[src/rtl/timer_ctrl_if.sv]
// timer_ctrl_if: single-master STB/ACK register bus between CPU and timer_ctrl.
interface timer_ctrl_if;
    logic        STB;
    logic        WE;
    logic [2:0]  ADR_I;
    logic [31:0] DAT_I;
    logic [31:0] DAT_O;
    logic        ACK;

    modport master (output STB, WE, ADR_I, DAT_I, input DAT_O, ACK);
    modport slave  (input STB, WE, ADR_I, DAT_I, output DAT_O, ACK);
endinterface

[src/rtl/timer_ctrl.sv]
// timer_ctrl: prescaled compare timer with match IRQ on an STB/ACK register bus.
// Define TIMER_CTRL_AUTORELOAD_EN to implement CTRL.ARL; otherwise every match is one-shot.
module timer_ctrl #(
    parameter logic [31:0] DEFAULT_PRESCALE = 32'd999999,
    parameter int          CNT_W            = 32
) (
    input  logic        clk,
    input  logic        reset,
    timer_ctrl_if.slave bus,
    output logic        IRQ
);
    typedef enum logic {B_IDLE, B_ACK} bus_state_t;
    typedef enum logic {STOPPED, RUNNING} tmr_state_t;

    bus_state_t       bstate, bnext;
    tmr_state_t       tstate, tnext;
    logic             ie, arl, match;
    logic [31:0]      prescale, pc, rdata;
    logic [CNT_W-1:0] compare, count;
    logic             acc, wr, wr_ctrl, wr_pre, wr_cmp, wr_cnt, wr_stat;
    logic             pc_hit, tick, hit, one_shot;

    assign acc      = bstate == B_IDLE && bus.STB;
    assign wr       = acc && bus.WE;
    assign wr_ctrl  = wr && bus.ADR_I == 3'd0;
    assign wr_pre   = wr && bus.ADR_I == 3'd1;
    assign wr_cmp   = wr && bus.ADR_I == 3'd2;
    assign wr_cnt   = wr && bus.ADR_I == 3'd3;
    assign wr_stat  = wr && bus.ADR_I == 3'd4;
    assign pc_hit   = tstate == RUNNING && pc == prescale;
    assign tick     = pc_hit && !wr_cnt;
    assign hit      = tick && count == compare;
    assign one_shot = hit && !arl;
    assign IRQ      = match && ie;
    assign bus.ACK  = bstate == B_ACK;

`ifdef TIMER_CTRL_AUTORELOAD_EN
    // Auto-reload enable bit
    always_ff @(posedge clk or posedge reset)
        if (reset) arl <= 1'b0;
        else if (wr_ctrl) arl <= bus.DAT_I[2];
`else
    assign arl = 1'b0;
`endif

    // Bus FSM state register
    always_ff @(posedge clk or posedge reset)
        if (reset) bstate <= B_IDLE;
        else bstate <= bnext;

    // Bus FSM next state: each accepted strobe gets exactly one ACK cycle
    always_comb begin
        bnext = B_IDLE;
        if (acc) bnext = B_ACK;
    end

    // Timer FSM state register (RUNNING is the EN bit)
    always_ff @(posedge clk or posedge reset)
        if (reset) tstate <= STOPPED;
        else tstate <= tnext;

    // Timer FSM next state: a one-shot match beats a concurrent EN=1 write
    always_comb begin
        tnext = tstate;
        if (one_shot) tnext = STOPPED;
        else if (wr_ctrl) tnext = bus.DAT_I[0] ? RUNNING : STOPPED;
    end

    // Read mux, zero-extending narrow registers to the 32-bit bus
    always_comb begin
        rdata = 32'd0;
        case (bus.ADR_I)
            3'd0: rdata = {29'd0, arl, ie, tstate == RUNNING};
            3'd1: rdata = prescale;
            3'd2: rdata = 32'(compare);
            3'd3: rdata = 32'(count);
            3'd4: rdata = {31'd0, match};
            default: rdata = 32'd0;
        endcase
    end

    // Registers, prescaler and tick counter; bus COUNT writes and match set take priority
    always_ff @(posedge clk or posedge reset) begin
        if (reset) begin
            ie       <= 1'b0;
            prescale <= DEFAULT_PRESCALE;
            compare  <= '1;
            count    <= '0;
            match    <= 1'b0;
            pc       <= 32'd0;
            bus.DAT_O <= 32'd0;
        end else begin
            if (wr_ctrl) ie <= bus.DAT_I[1];
            if (wr_pre) prescale <= bus.DAT_I;
            if (wr_cmp) compare <= bus.DAT_I[CNT_W-1:0];
            pc <= (tstate == RUNNING && tnext == RUNNING && !pc_hit) ? pc + 32'd1 : 32'd0;
            if (wr_cnt) count <= bus.DAT_I[CNT_W-1:0];
            else if (tick) count <= hit ? (arl ? '0 : count) : count + CNT_W'(1);
            if (hit) match <= 1'b1;
            else if (wr_stat && bus.DAT_I[0]) match <= 1'b0;
            if (acc && !bus.WE) bus.DAT_O <= rdata;
        end
    end
endmodule

[src/flat_wrapper.sv]
// flat-port wrapper written by rule: the top's interface ports become plain ports
module timer_ctrl_flat 
#(
    parameter logic [31:0] DEFAULT_PRESCALE = 32'd999999,
    parameter int          CNT_W            = 32
)
  (clk, reset, IRQ, bus_STB, bus_WE, bus_ADR_I, bus_DAT_I, bus_DAT_O, bus_ACK);
  timer_ctrl_if bus_i ();
  input  logic clk;
  input  logic reset;
  output logic IRQ;
  input wire logic [$bits(bus_i.STB)-1:0] bus_STB;
  input wire logic [$bits(bus_i.WE)-1:0] bus_WE;
  input wire logic [$bits(bus_i.ADR_I)-1:0] bus_ADR_I;
  input wire logic [$bits(bus_i.DAT_I)-1:0] bus_DAT_I;
  output wire logic [$bits(bus_i.DAT_O)-1:0] bus_DAT_O;
  output wire logic [$bits(bus_i.ACK)-1:0] bus_ACK;
  assign bus_i.STB = bus_STB;
  assign bus_i.WE = bus_WE;
  assign bus_i.ADR_I = bus_ADR_I;
  assign bus_i.DAT_I = bus_DAT_I;
  assign bus_DAT_O = bus_i.DAT_O;
  assign bus_ACK = bus_i.ACK;
  timer_ctrl #(.DEFAULT_PRESCALE(DEFAULT_PRESCALE), .CNT_W(CNT_W)) u_core (.clk(clk), .reset(reset), .bus(bus_i), .IRQ(IRQ));
endmodule
[config.mk]
export PLATFORM = sky130hd
export DESIGN_NAME = timer_ctrl_flat
export DESIGN_NICKNAME = d
export VERILOG_FILES = /design/src/rtl/timer_ctrl_if.sv /design/src/rtl/timer_ctrl.sv /design/src/flat_wrapper.sv
export SDC_FILE = /design/constraint.sdc
export NUM_CORES = 1
export LEC_CHECK = 0
export CAP_MARGIN = 10
export CORE_MARGIN = 1.5
export CORE_UTILIZATION = 60
export CTS_CLUSTER_SIZE = 8
export DETAILED_ROUTE_END_ITERATION = 7
export MAX_ROUTING_LAYER = met4
export PLACE_DENSITY = 0.93
export SKIP_LAST_GASP = 1
export SYNTH_ARGS = -nofsm -noshare
export SYNTH_HDL_FRONTEND = slang
export SYNTH_SLANG_ARGS = --single-unit
[constraint.sdc]
create_clock -name clk -period 16.9 [get_ports clk]
set_input_delay 3.38 -clock clk [delete_from_list [all_inputs] [get_ports clk]]
set_output_delay 3.38 -clock clk [all_outputs]
set_load 0.02 [all_outputs]
=== Word-level counts from Yosys, hierarchy flattened ===
Index checks and enable logic that the tools add are counted.

* Flip-flop bits (word level): 164
* Word-level logic and storage cells: 52

* Reductions and logical operators: 22
* Bitwise gates (word level): 1
* Equality and inequality tests: 7
* Mux-type cells: 11
* Add/sub/neg operators: 2

{| class="wikitable"
|+ Operators with widths
! kind !! number
|-
| 32-bit case mux with 5 select lines || 1
|-
| 32-bit two-way mux || 4
|-
| 32-bit by 1-bit adder with 32-bit output, second input constant || 2
|-
| 32-bit equality test || 2
|-
| 1-bit logical AND || 15
|-
| 3-bit by 2-bit equality test with 1-bit output, second input constant || 2
|-
| 1-bit two-way mux || 6
|-
| 2-bit nonzero test || 2
|-
| 3-bit by 1-bit equality test with 1-bit output, second input constant || 1
|-
| 3-bit equality test, second input constant || 1
|-
| 1-bit logical NOT || 3
|-
| 3-bit logical NOT || 1
|-
| 2-bit by 1-bit inequality test with 1-bit output, second input constant || 1
|-
| 2-bit AND reduction || 1
|-
| 1-bit inverter || 1
|}

=== Depth between registers and ports, before layout ===
Gate-level depths: netlist of run 1.

* Depth after elaboration: 11
* Gate-level depth with buffers: 9

=== Least setup slack after synthesis of run 1 ===
No wires, ideal clock.

* Path kind: input to register
* Start: input bus_ADR_I[1]
* End: register u_core.count[1]
* Path slack: 12.088 ns
* Cell stages on the path: 6
* Required time: 16.763 ns
* Setup time: 0.137 ns
* Arrival: 4.675 ns
* Path through: clkbuf_1 -> buf_1 -> nand3_1 -> clkbuf_1 -> nor2_1 -> a21oi_1

* Cells in the longest elaborated chain, start to end: 7
* Elaborated cells between the ends (all ways): 9
* Classes of those cells: eq/ne: 2; mux: 1; reduce/logical: 6

{| class="wikitable"
|+ RTL lines
! element !! RTL line !! RTL
|-
| start, declared || flat_wrapper.sv:14 || <nowiki>input wire logic [$bits(bus_i.ADR_I)-1:0] bus_ADR_I;</nowiki>
|-
| 3-bit by 2-bit equality test with 1-bit output * || timer_ctrl.sv:28 || <nowiki>assign wr_cnt = wr && bus.ADR_I == 3'd3;</nowiki>
|-
| 1-bit logical AND * || timer_ctrl.sv:28 ||
|-
| 1-bit logical NOT || timer_ctrl.sv:31 || <nowiki>assign tick = pc_hit && !wr_cnt;</nowiki>
|-
| 1-bit logical AND || timer_ctrl.sv:31 ||
|-
| 1-bit logical AND || timer_ctrl.sv:32 || <nowiki>assign hit = tick && count == compare;</nowiki>
|-
| 2-bit by 1-bit inequality test with 1-bit output (no source line) || n/a ||
|-
| 2-bit AND reduction (no source line) || n/a ||
|-
| end signal, assigned || timer_ctrl.sv:97 || <nowiki>if (wr_cnt) count <= bus.DAT_I[CNT_W-1:0];</nowiki>
|-
| end signal, assigned || timer_ctrl.sv:98 || <nowiki>else if (tick) count <= hit ? (arl ? '0 : count) : count + CNT_W'(1);</nowiki>
|-
| end, declared || timer_ctrl.sv:19 || <nowiki>logic [CNT_W-1:0] compare, count;</nowiki>
|}

Mark *: on every way between the ends. The rest lies on a longest branch, timed or not.
A chain may end at the register's enable or synchronous reset.

=== Worst setup path in the final report of run 1 ===
* Start: input bus_STB
* End: register u_core.tstate

* Cells in the longest elaborated chain, start to end: 7
* Elaborated cells between the ends (all ways): 9
* Classes of those cells: mux: 2; reduce/logical: 7

{| class="wikitable"
|+ RTL lines
! element !! RTL line !! RTL
|-
| start, declared || flat_wrapper.sv:12 || <nowiki>input wire logic [$bits(bus_i.STB)-1:0] bus_STB;</nowiki>
|-
| 1-bit logical AND * || timer_ctrl.sv:23 || <nowiki>assign acc = bstate == B_IDLE && bus.STB;</nowiki>
|-
| net u_core.acc || timer_ctrl.sv:20 || <nowiki>logic acc, wr, wr_ctrl, wr_pre, wr_cmp, wr_cnt, wr_stat;</nowiki>
|-
| 1-bit logical AND * || timer_ctrl.sv:24 || <nowiki>assign wr = acc && bus.WE;</nowiki>
|-
| 1-bit logical AND || timer_ctrl.sv:28 ||
|-
| 1-bit logical NOT || timer_ctrl.sv:31 ||
|-
| 1-bit logical AND || timer_ctrl.sv:31 ||
|-
| 1-bit logical AND || timer_ctrl.sv:32 ||
|-
| 1-bit two-way mux * || timer_ctrl.sv:65 || <nowiki>if (one_shot) tnext = STOPPED;</nowiki>
|-
| net u_core.tnext || timer_ctrl.sv:16 || <nowiki>tmr_state_t tstate, tnext;</nowiki>
|-
| end signal, assigned || timer_ctrl.sv:60 || <nowiki>else tstate <= tnext;</nowiki>
|-
| end, declared || timer_ctrl.sv:16 ||
|}

The timed path passes the listed nets; every way through them passes the cells marked *.

==> results of run 1 <==
[registers in the layout (all words and copies together), names as in the netlist]
signal            cells
u_core.bus.ACK        1
u_core.bus.DAT_O     32
u_core.compare       32
u_core.count         32
u_core.ie             1
u_core.match          1
u_core.pc            32
u_core.prescale      32
u_core.tstate         1
[power groups by stage]
stage	logic (mW)	registers [mW]	clock network, mW
floorplan	0.176	0.552	0
global placement	0.252	0.568	0
detailed placement	0.261	0.574	0
CTS	0.269	0.572	0.435
global route	0.289	0.583	0.453
finish	0.272	0.578	0.434
[per-layer routing]
metal  GRT usage [%]  share of wire (%)
met1            43.3                 38
met3            6.41                9.7
met5               -                  0
met4            14.4                4.1
met2            51.2                 48
[cell type report]
cell class,count,share of cell area (%)
clock buffers,24,4.86
clock inverters,8,1.68
inverters,5,0.235
multi-input cells,591,42.0
flip-flops and latches,164,41.1
well taps,180,2.23
repair buffers,83,7.94
[cell families after synthesis]
family | share of synthesized area (%)
compound gates | 7.04
buf+inv | 2.75
flops | 48.1
mux | 13.0
simple gates | 16.4
xor+xnor | 12.4
fa+ha+maj | 0.290
[final timing paths]
check                                       startpoint                           end  slack [ps]  cells after the start
setup / recovery                               bus_STB       u_core.tstate$_DFF_PP0_       11530                      8
min in group asynchronous                        reset        u_core.pc[1]$_DFF_PP0_        3480                      2
hold / removal                u_core.bus.ACK$_DFF_PP0_      u_core.bus.ACK$_DFF_PP0_         460                      1
hold reg to reg               u_core.bus.ACK$_DFF_PP0_      u_core.bus.ACK$_DFF_PP0_         460                      1
max in group asynchronous                        reset  u_core.count[19]$_DFFE_PP0P_       11990                      3
setup reg to reg           u_core.count[0]$_DFFE_PP0P_   u_core.count[0]$_DFFE_PP0P_       13850                      8
[cells in the final DEF, fill, tap and decap left out, types with 2 or more instances in the layout]
| master | netlist | layout |
|---|---|---|
| bufinv_16 | 0 | 5 |
| dfrtp_1 | 120 | 120 |
| and4_1 | 5 | 5 |
| clkdlybuf4s50_1 | 0 | 72 |
| clkbuf_16 | 0 | 17 |
| o21ai_0 | 43 | 43 |
| a22oi_1 | 30 | 30 |
| dfstp_2 | 44 | 44 |
| nor4_4 | 2 | 2 |
| nor3_1 | 13 | 13 |
| mux2_2 | 95 | 95 |
| nand3_1 | 22 | 22 |
| or3_1 | 7 | 7 |
| nand2b_1 | 2 | 2 |
| xor2_1 | 80 | 80 |
| nand4_1 | 15 | 15 |
| inv_1 | 5 | 4 |
| nor2b_1 | 3 | 2 |
| clkinvlp_4 | 0 | 2 |
| nor4_2 | 14 | 14 |
| mux4_2 | 2 | 2 |
| ha_1 | 2 | 2 |
| nor4b_2 | 2 | 2 |
| clkbuf_1 | 32 | 3 |
| xnor2_1 | 42 | 42 |
| nor4_1 | 17 | 17 |
| clkbuf_8 | 0 | 4 |
| nand2_1 | 89 | 89 |
| a21oi_1 | 13 | 13 |
| and2_1 | 3 | 3 |
| buf_4 | 1 | 11 |
| or4_1 | 3 | 3 |
| nor2_1 | 54 | 53 |
| o21ai_1 | 16 | 16 |
| and3_1 | 7 | 7 |
==> impl_metrics.sql, run 1 <==
INSERT INTO impl_metrics (metric_group, metric, value, unit) VALUES
('outcome', 'outcome', 'finished, final reports clean', ''),
('layout', 'stdcell_area', '0.0101', 'mm^2'),
('setup_path', 'critical_path.n_buffers_inverters', '1', ''),
('placed_design', 'cell_area_reported_after_detailed_placement', '0.00946', 'mm^2'),
('job', 'max-cap-violations', '0', ''),
('floorplan', 'initial_core_util', '61.8', '%'),
('placed_design', 'post-dp-hpwl', '14.6', 'mm'),
('routing', 'drc', '0', ''),
('setup_path', 'timing.critical_path.arrival', '5720', 'ps'),
('power', 'net_switching_power', '0.392', 'mW'),
('timing', 'worst_clock_skew', '7.80', 'ps'),
('setup_path', 'worstSetupEndpointType', 'flop', ''),
('setup_path', 'timing.critical_path.from_type', 'primary input', ''),
('global_routing', 'grt.overflow.total', '0', ''),
('power', 'p_clk_share', '33.8', '%'),
('setup_path', 'critPathKind', 'in -> reg', ''),
('synthesis', 'synth_top_area_cell', 'dfrtp_1', ''),
('setup_path', 'worstPathRequired', '17250', 'ps'),
('routing', 'antenna_violating_nets_post_route', '0', ''),
('synthesis', 'netlist_instances', '808', ''),
('timing', 'hold_ws', '460', 'ps'),
('timing', 'maxSlewViolCount', '0', ''),
('synthesis', 'yosys-top-cells-count', '120 x dfrtp_1, 95 x mux2_2, 89 x nand2_1', ''),
('power', 'power_leakage', '4.04', 'nW'),
('layout', 'num-nets-final', '903', ''),
('cts', 'numClockSinks', '164', ''),
('synthesis', 'post-synth-top-count-cell', 'dfrtp_1', ''),
('cts', 'root_buffer', 'clkbuf_16', ''),
('layout', 'layout.core_utilization', '72.4', '%'),
('synthesis', 'yosysTopAreaCellShare', '34.8', '%'),
('power', 'power.density', '127', 'mW/mm^2'),
('global_routing', 'number_of_global_route_vias_before_repair', '6729', ''),
('routing', 'wirelength', '23.3', 'mm'),
('global_routing', 'grt_first_pass_wirelength', '36.3', 'mm'),
('timing', 'fmaxAchievable', '0.186', 'GHz'),
('synthesis', 'synth.avg_cell_area', '10.7', 'um^2'),
('timing', 'final_period_minus_worst_setup_slack', '5370', 'ps'),
('synthesis', 'synth_seq_cells', '164', ''),
('layout', 'fill_cell_count', '865', ''),
('synthesis', 'yosys_most_used_dff', 'dfrtp_1', ''),
('cts', 'clkTransAtPathRegs', '60', 'ps'),
('routing', 'detail_route.wl_per_cell', '22.1', 'um'),
('global_routing', 'antenna_found_initial', '0', ''),
('power', 'total_power_consumption', '1.28', 'mW'),
('global_routing', 'grt_start_max_net_pins', '91', ''),
('floorplan', 'floorplan.die_area', '0.0151', 'mm^2'),
('synthesis', 'number_of_distinct_library_cell_variants_in_the_gate_level_netlist_after_synthesis', '44', ''),
('cts', 'clock_tree_from_tritoncts', 'built', ''),
('setup_path', 'critical-path-max-stage-delay', '690', 'ps'),
('power', 'cellInternalPower', '0.893', 'mW'),
('layout', 'final-seq-area', '0.00416', 'mm^2'),
('placed_design', 'port_buffers', '72', ''),
('cts', 'clockBufferDepth', '2', ''),
('layout', 'areaGrowthSynthToFinish', '17.1', '%'),
('layout', 'layout-drive-gt1-share', '23.3', '%'),
('timing', 'setup_tns', '0', 'ps'),
('timing', 'timing.slew.headroom', '37.9', '%'),
('power', 'vdd_ir_drop_max', '0.0803', 'mV'),
('routing', 'drt_pass1_iterations', '5', ''),
('floorplan', 'io_pins', '73', ''),
('synthesis', 'synth.top_cells.by_area', 'dfrtp_1 35%, dfstp_2 13%, mux2_2 12%, xor2_1 8.1%, xnor2_1 4.3%', ''),
('routing', 'drt_iter0_markers', '815', ''),
('floorplan', 'fp.dieW', '123', 'um'),
('synthesis', 'synth_enable_flop_cells', '0', ''),
('routing', 'viasPerCell', '6.53', ''),
('power', 'sequential_fraction_of_design_power', '45.0', '%'),
('setup_path', 'critical_path.max_fanout', '19', ''),
('synthesis', 'ys_async_sr_fraction', '100', '%'),
('cts', 'cts_buffers', '17', ''),
('cts', 'skew_pair_late_insertion_delay', '430', 'ps'),
('layout', 'multi_input_comb_area', '0.00425', 'mm^2');
No activity file was read; power rests on OpenSTA's default activity.
==> run 2, diff against run 1 <==
--- a/config.mk
+++ b/config.mk
@@ -7,11 +7,11 @@
 export LEC_CHECK = 0
 export CAP_MARGIN = 10
 export CORE_MARGIN = 1.5
-export CORE_UTILIZATION = 60
+export CORE_UTILIZATION = 53
 export CTS_CLUSTER_SIZE = 8
 export DETAILED_ROUTE_END_ITERATION = 7
 export MAX_ROUTING_LAYER = met4
-export PLACE_DENSITY = 0.93
+export PLACE_DENSITY = 0.88
 export SKIP_LAST_GASP = 1
 export SYNTH_ARGS = -nofsm -noshare
 export SYNTH_HDL_FRONTEND = slang
==> constraint.sdc (replaced) <==
create_clock -name clk -period 4.9 [get_ports clk]
set_input_delay 0.98 -clock clk [delete_from_list [all_inputs] [get_ports clk]]
set_output_delay 0.98 -clock clk [all_outputs]
set_load 0.02 [all_outputs]
==> impl_metrics.sql, run 2 (synthesis results as in run 1) <==
INSERT INTO impl_metrics (metric_group, metric, value, unit) VALUES
('routing', 'viasPerCell', '6.07', ''),
('layout', 'areaGrowthSynthToFinish', '17.3', '%'),
('global_routing', 'top_usage_layer', 'met2', ''),
('power', 'power.density', '423', 'mW/mm^2'),
('routing', 'wirelength', '22.4', 'mm'),
('timing', 'fmaxAchievable', '0.310', 'GHz'),
('routing', 'drt_pass1_iterations', '6', ''),
('routing', 'drt_iter0_markers', '601', ''),
('routing', 'routed_via_count', '6624', ''),
('placed_design', 'cell_area_reported_after_detailed_placement', '0.00952', 'mm^2'),
('global_routing', 'number_of_global_route_vias_before_repair', '6627', ''),
('setup_path', 'critical-path-max-stage-delay', '1160', 'ps'),
('timing', 'timing.slew.headroom', '29.8', '%'),
('floorplan', 'floorplan.die_area', '0.0171', 'mm^2'),
('global_routing', 'grt_util_met2', '44.1', '%'),
('global_routing', 'antenna_found_initial', '0', ''),
('hold_path', 'worstHoldPathType', 'reg -> reg', ''),
('timing', 'maxSlewViolCount', '0', ''),
('placed_design', 'gpl.final_weighted_congestion', '0.903', ''),
('layout', 'highest_count_cells_in_the_layout_ignoring_fill_and_taps', '120 x dfrtp_1, 95 x mux2_2, 89 x nand2_1', ''),
('cts', 'post_cts_hold_buffer_count', '0', ''),
('layout', 'n_antenna_cell', '0', ''),
('timing', 'worst_clock_skew', '6.76', 'ps'),
('power', 'vdd_ir_drop_max', '0.302', 'mV'),
('cts', 'numClockSinks', '164', ''),
('cts', 'cts_buffers', '17', ''),
('routing', 'detail_route.wl_per_cell', '20.6', 'um'),
('floorplan', 'core_region_area', '0.0159', 'mm^2'),
('setup_path', 'worstPathRequired', '5170', 'ps'),
('layout', 'layout-drive-gt1-share', '23.5', '%'),
('global_routing', 'grt_use_met1', '35.7', '%'),
('global_routing', 'grt_first_pass_wirelength', '35.2', 'mm'),
('layout', 'num-nets-final', '904', ''),
('setup_path', 'critical_path.slowest_cell', 'clkdlybuf4s50_1', ''),
('layout', 'stdcell_area', '0.0101', 'mm^2'),
('cts', 'post_cts.resized_instances', '0', ''),
('timing', 'period_share', '65.8', '%'),
('floorplan', 'initial_core_util', '54.4', '%'),
('setup_path', 'worstSetupEndpointType', 'flop', ''),
('floorplan', 'row_count', '46', ''),
('setup_path', 'rr_startpoint', 'u_core.count[0]$_DFFE_PP0P_', ''),
('placed_design', 'post-dp-hpwl', '14.9', 'mm'),
('floorplan', 'fp.dieW', '131', 'um'),
('setup_path', 'cp_top_family', 'simple AND/OR/NAND/NOR gates', ''),
('cts', 'clkTransAtPathRegs', '60', 'ps'),
('setup_path', 'timing.critical_path.arrival', '3490', 'ps'),
('hold_path', 'min_from', 'u_core.bus.ACK$_DFF_PP0_', ''),
('cts', 'clockBufferDepth', '2', ''),
('cts', 'skew_pair_late_insertion_delay', '440', 'ps'),
('timing', 'tightestPinTransition', '1050', 'ps'),
('setup_path', 'critPathKind', 'in -> reg', ''),
('job', 'max-cap-violations', '0', ''),
('timing', 'final_period_minus_worst_setup_slack', '3220', 'ps'),
('routing', 'antenna_violating_nets_post_route', '0', ''),
('outcome', 'outcome', 'finished, final reports clean', ''),
('setup_path', 'critical_path.n_buffers_inverters', '1', ''),
('timing', 'final-setup-viol-count', '0', ''),
('cts', 'clock_tree.htree_level_count', '4', ''),
('floorplan', 'fp.dieH', '131', 'um'),
('timing', 'rsz0062_at_grt', 'no', ''),
('layout', 'most_common_library_cell_in_the_layout_ignoring_fill_and_taps', 'dfrtp_1', ''),
('placed_design', 'port_buffers', '72', ''),
('timing', 'report.final.hold_viol_count', '0', ''),
('global_routing', 'grt.overflow.total', '0', ''),
('setup_path', 'critPathLaunch', 'bus_ADR_I[0]', ''),
('timing', 'hold_ws', '466', 'ps'),
('setup_path', 'cp_cell_sequence', 'clkdlybuf4s50_1, nand3_1, nor2_1, a21oi_1', ''),
('power', 'power_leakage', '4.02', 'nW'),
('global_routing', 'gr-usage-all-layers', '28.6', '%'),
('timing', 'setup_tns', '0', 'ps'),
('floorplan', 'io_pins', '73', ''),
('global_routing', 'grt_start_max_net_pins', '165', ''),
('cts', 'clock_tree_from_tritoncts', 'built', ''),
('cts', 'root_buffer', 'clkbuf_16', ''),
('cts', 'postCtsSetupRepairBufs', '0', ''),
('routing', 'drc', '0', ''),
('global_routing', 'globalRouteMet3Util', '6.72', '%'),
('setup_path', 'critical_path.max_fanout', '23', ''),
('setup_path', 'timing.critical_path.from_type', 'primary input', '');
run 2: cell types whose count changed in the layout (fill, tap and decap cells not counted):
cell,before,now
bufinv_16,5,3
buf_12,0,1
clkbuf_1,3,2
clkinvlp_4,2,3
inv_6,1,0
clkinv_2,1,4
run 2: through the flow:
| step | power, mW | setup slack, ps | util (%) | cells |
|---|---|---|---|---|
| 3_5_place_dp | 2.88 | 1400 | 59.9 | 1060 |
| 6_report | 4.29 | 1680 | 63.8 | 1092 |
| 3_3_place_gp | 2.84 | 1460 | 59.9 | 1060 |
| 4_1_cts | 4.29 | 1730 | 63.8 | 1092 |
| 2_1_floorplan | 2.51 | 1870 | - | 808 |
| 5_1_grt | 4.46 | 1550 | 63.8 | 1092 |
run 2: power by group:
part / leakage (nW) / switching [mW] / internal [mW]
logic: 1.72 / 0.457 / 0.463
clock network: 0.299 / 0.532 / 0.851
registers: 2.00 / 0.328 / 1.66
run 2: area by class of cell:
cell class / instances / area [um^2]
clock buffers: 23 / 488
fillers: 1187 / 5750
clock inverters: 9 / 125
inverters: 5 / 22.5
multi-input cells: 591 / 4250
flip-flops and latches: 164 / 4160
well taps: 216 / 270
repair buffers: 84 / 823
run 2: worst paths after layout:
check | end | slack [ps] | cells past startpoint
worst max-delay path | u_core.count[13]$_DFFE_PP0P_ | 1680 | 4
worst min-delay path | u_core.bus.ACK$_DFF_PP0_ | 470 | 1
worst max register to register | u_core.count[25]$_DFFE_PP0P_ | 1800 | 8
worst min register to register | u_core.bus.ACK$_DFF_PP0_ | 470 | 1
max in group asynchronous | u_core.count[21]$_DFFE_PP0P_ | 3090 | 3
min in group asynchronous | u_core.bus.DAT_O[7]$_DFFE_PP0P_ | 1120 | 3
run 2: worst reg2reg max path, delay by kind of cell (launching register included):
family	cells	cell delay, ps
buf+inv	1	410
xor+xnor	2	440
compound gates	1	110
simple gates	4	1520
flops	1	490
run 2: routing by layer:
layer / up-vias / routed length (um)
met4: 0 / 873
met2: 273 / 10600
met1: 3344 / 9080
met5: - / 0
li1: 2941 / -
met3: 66 / 1850
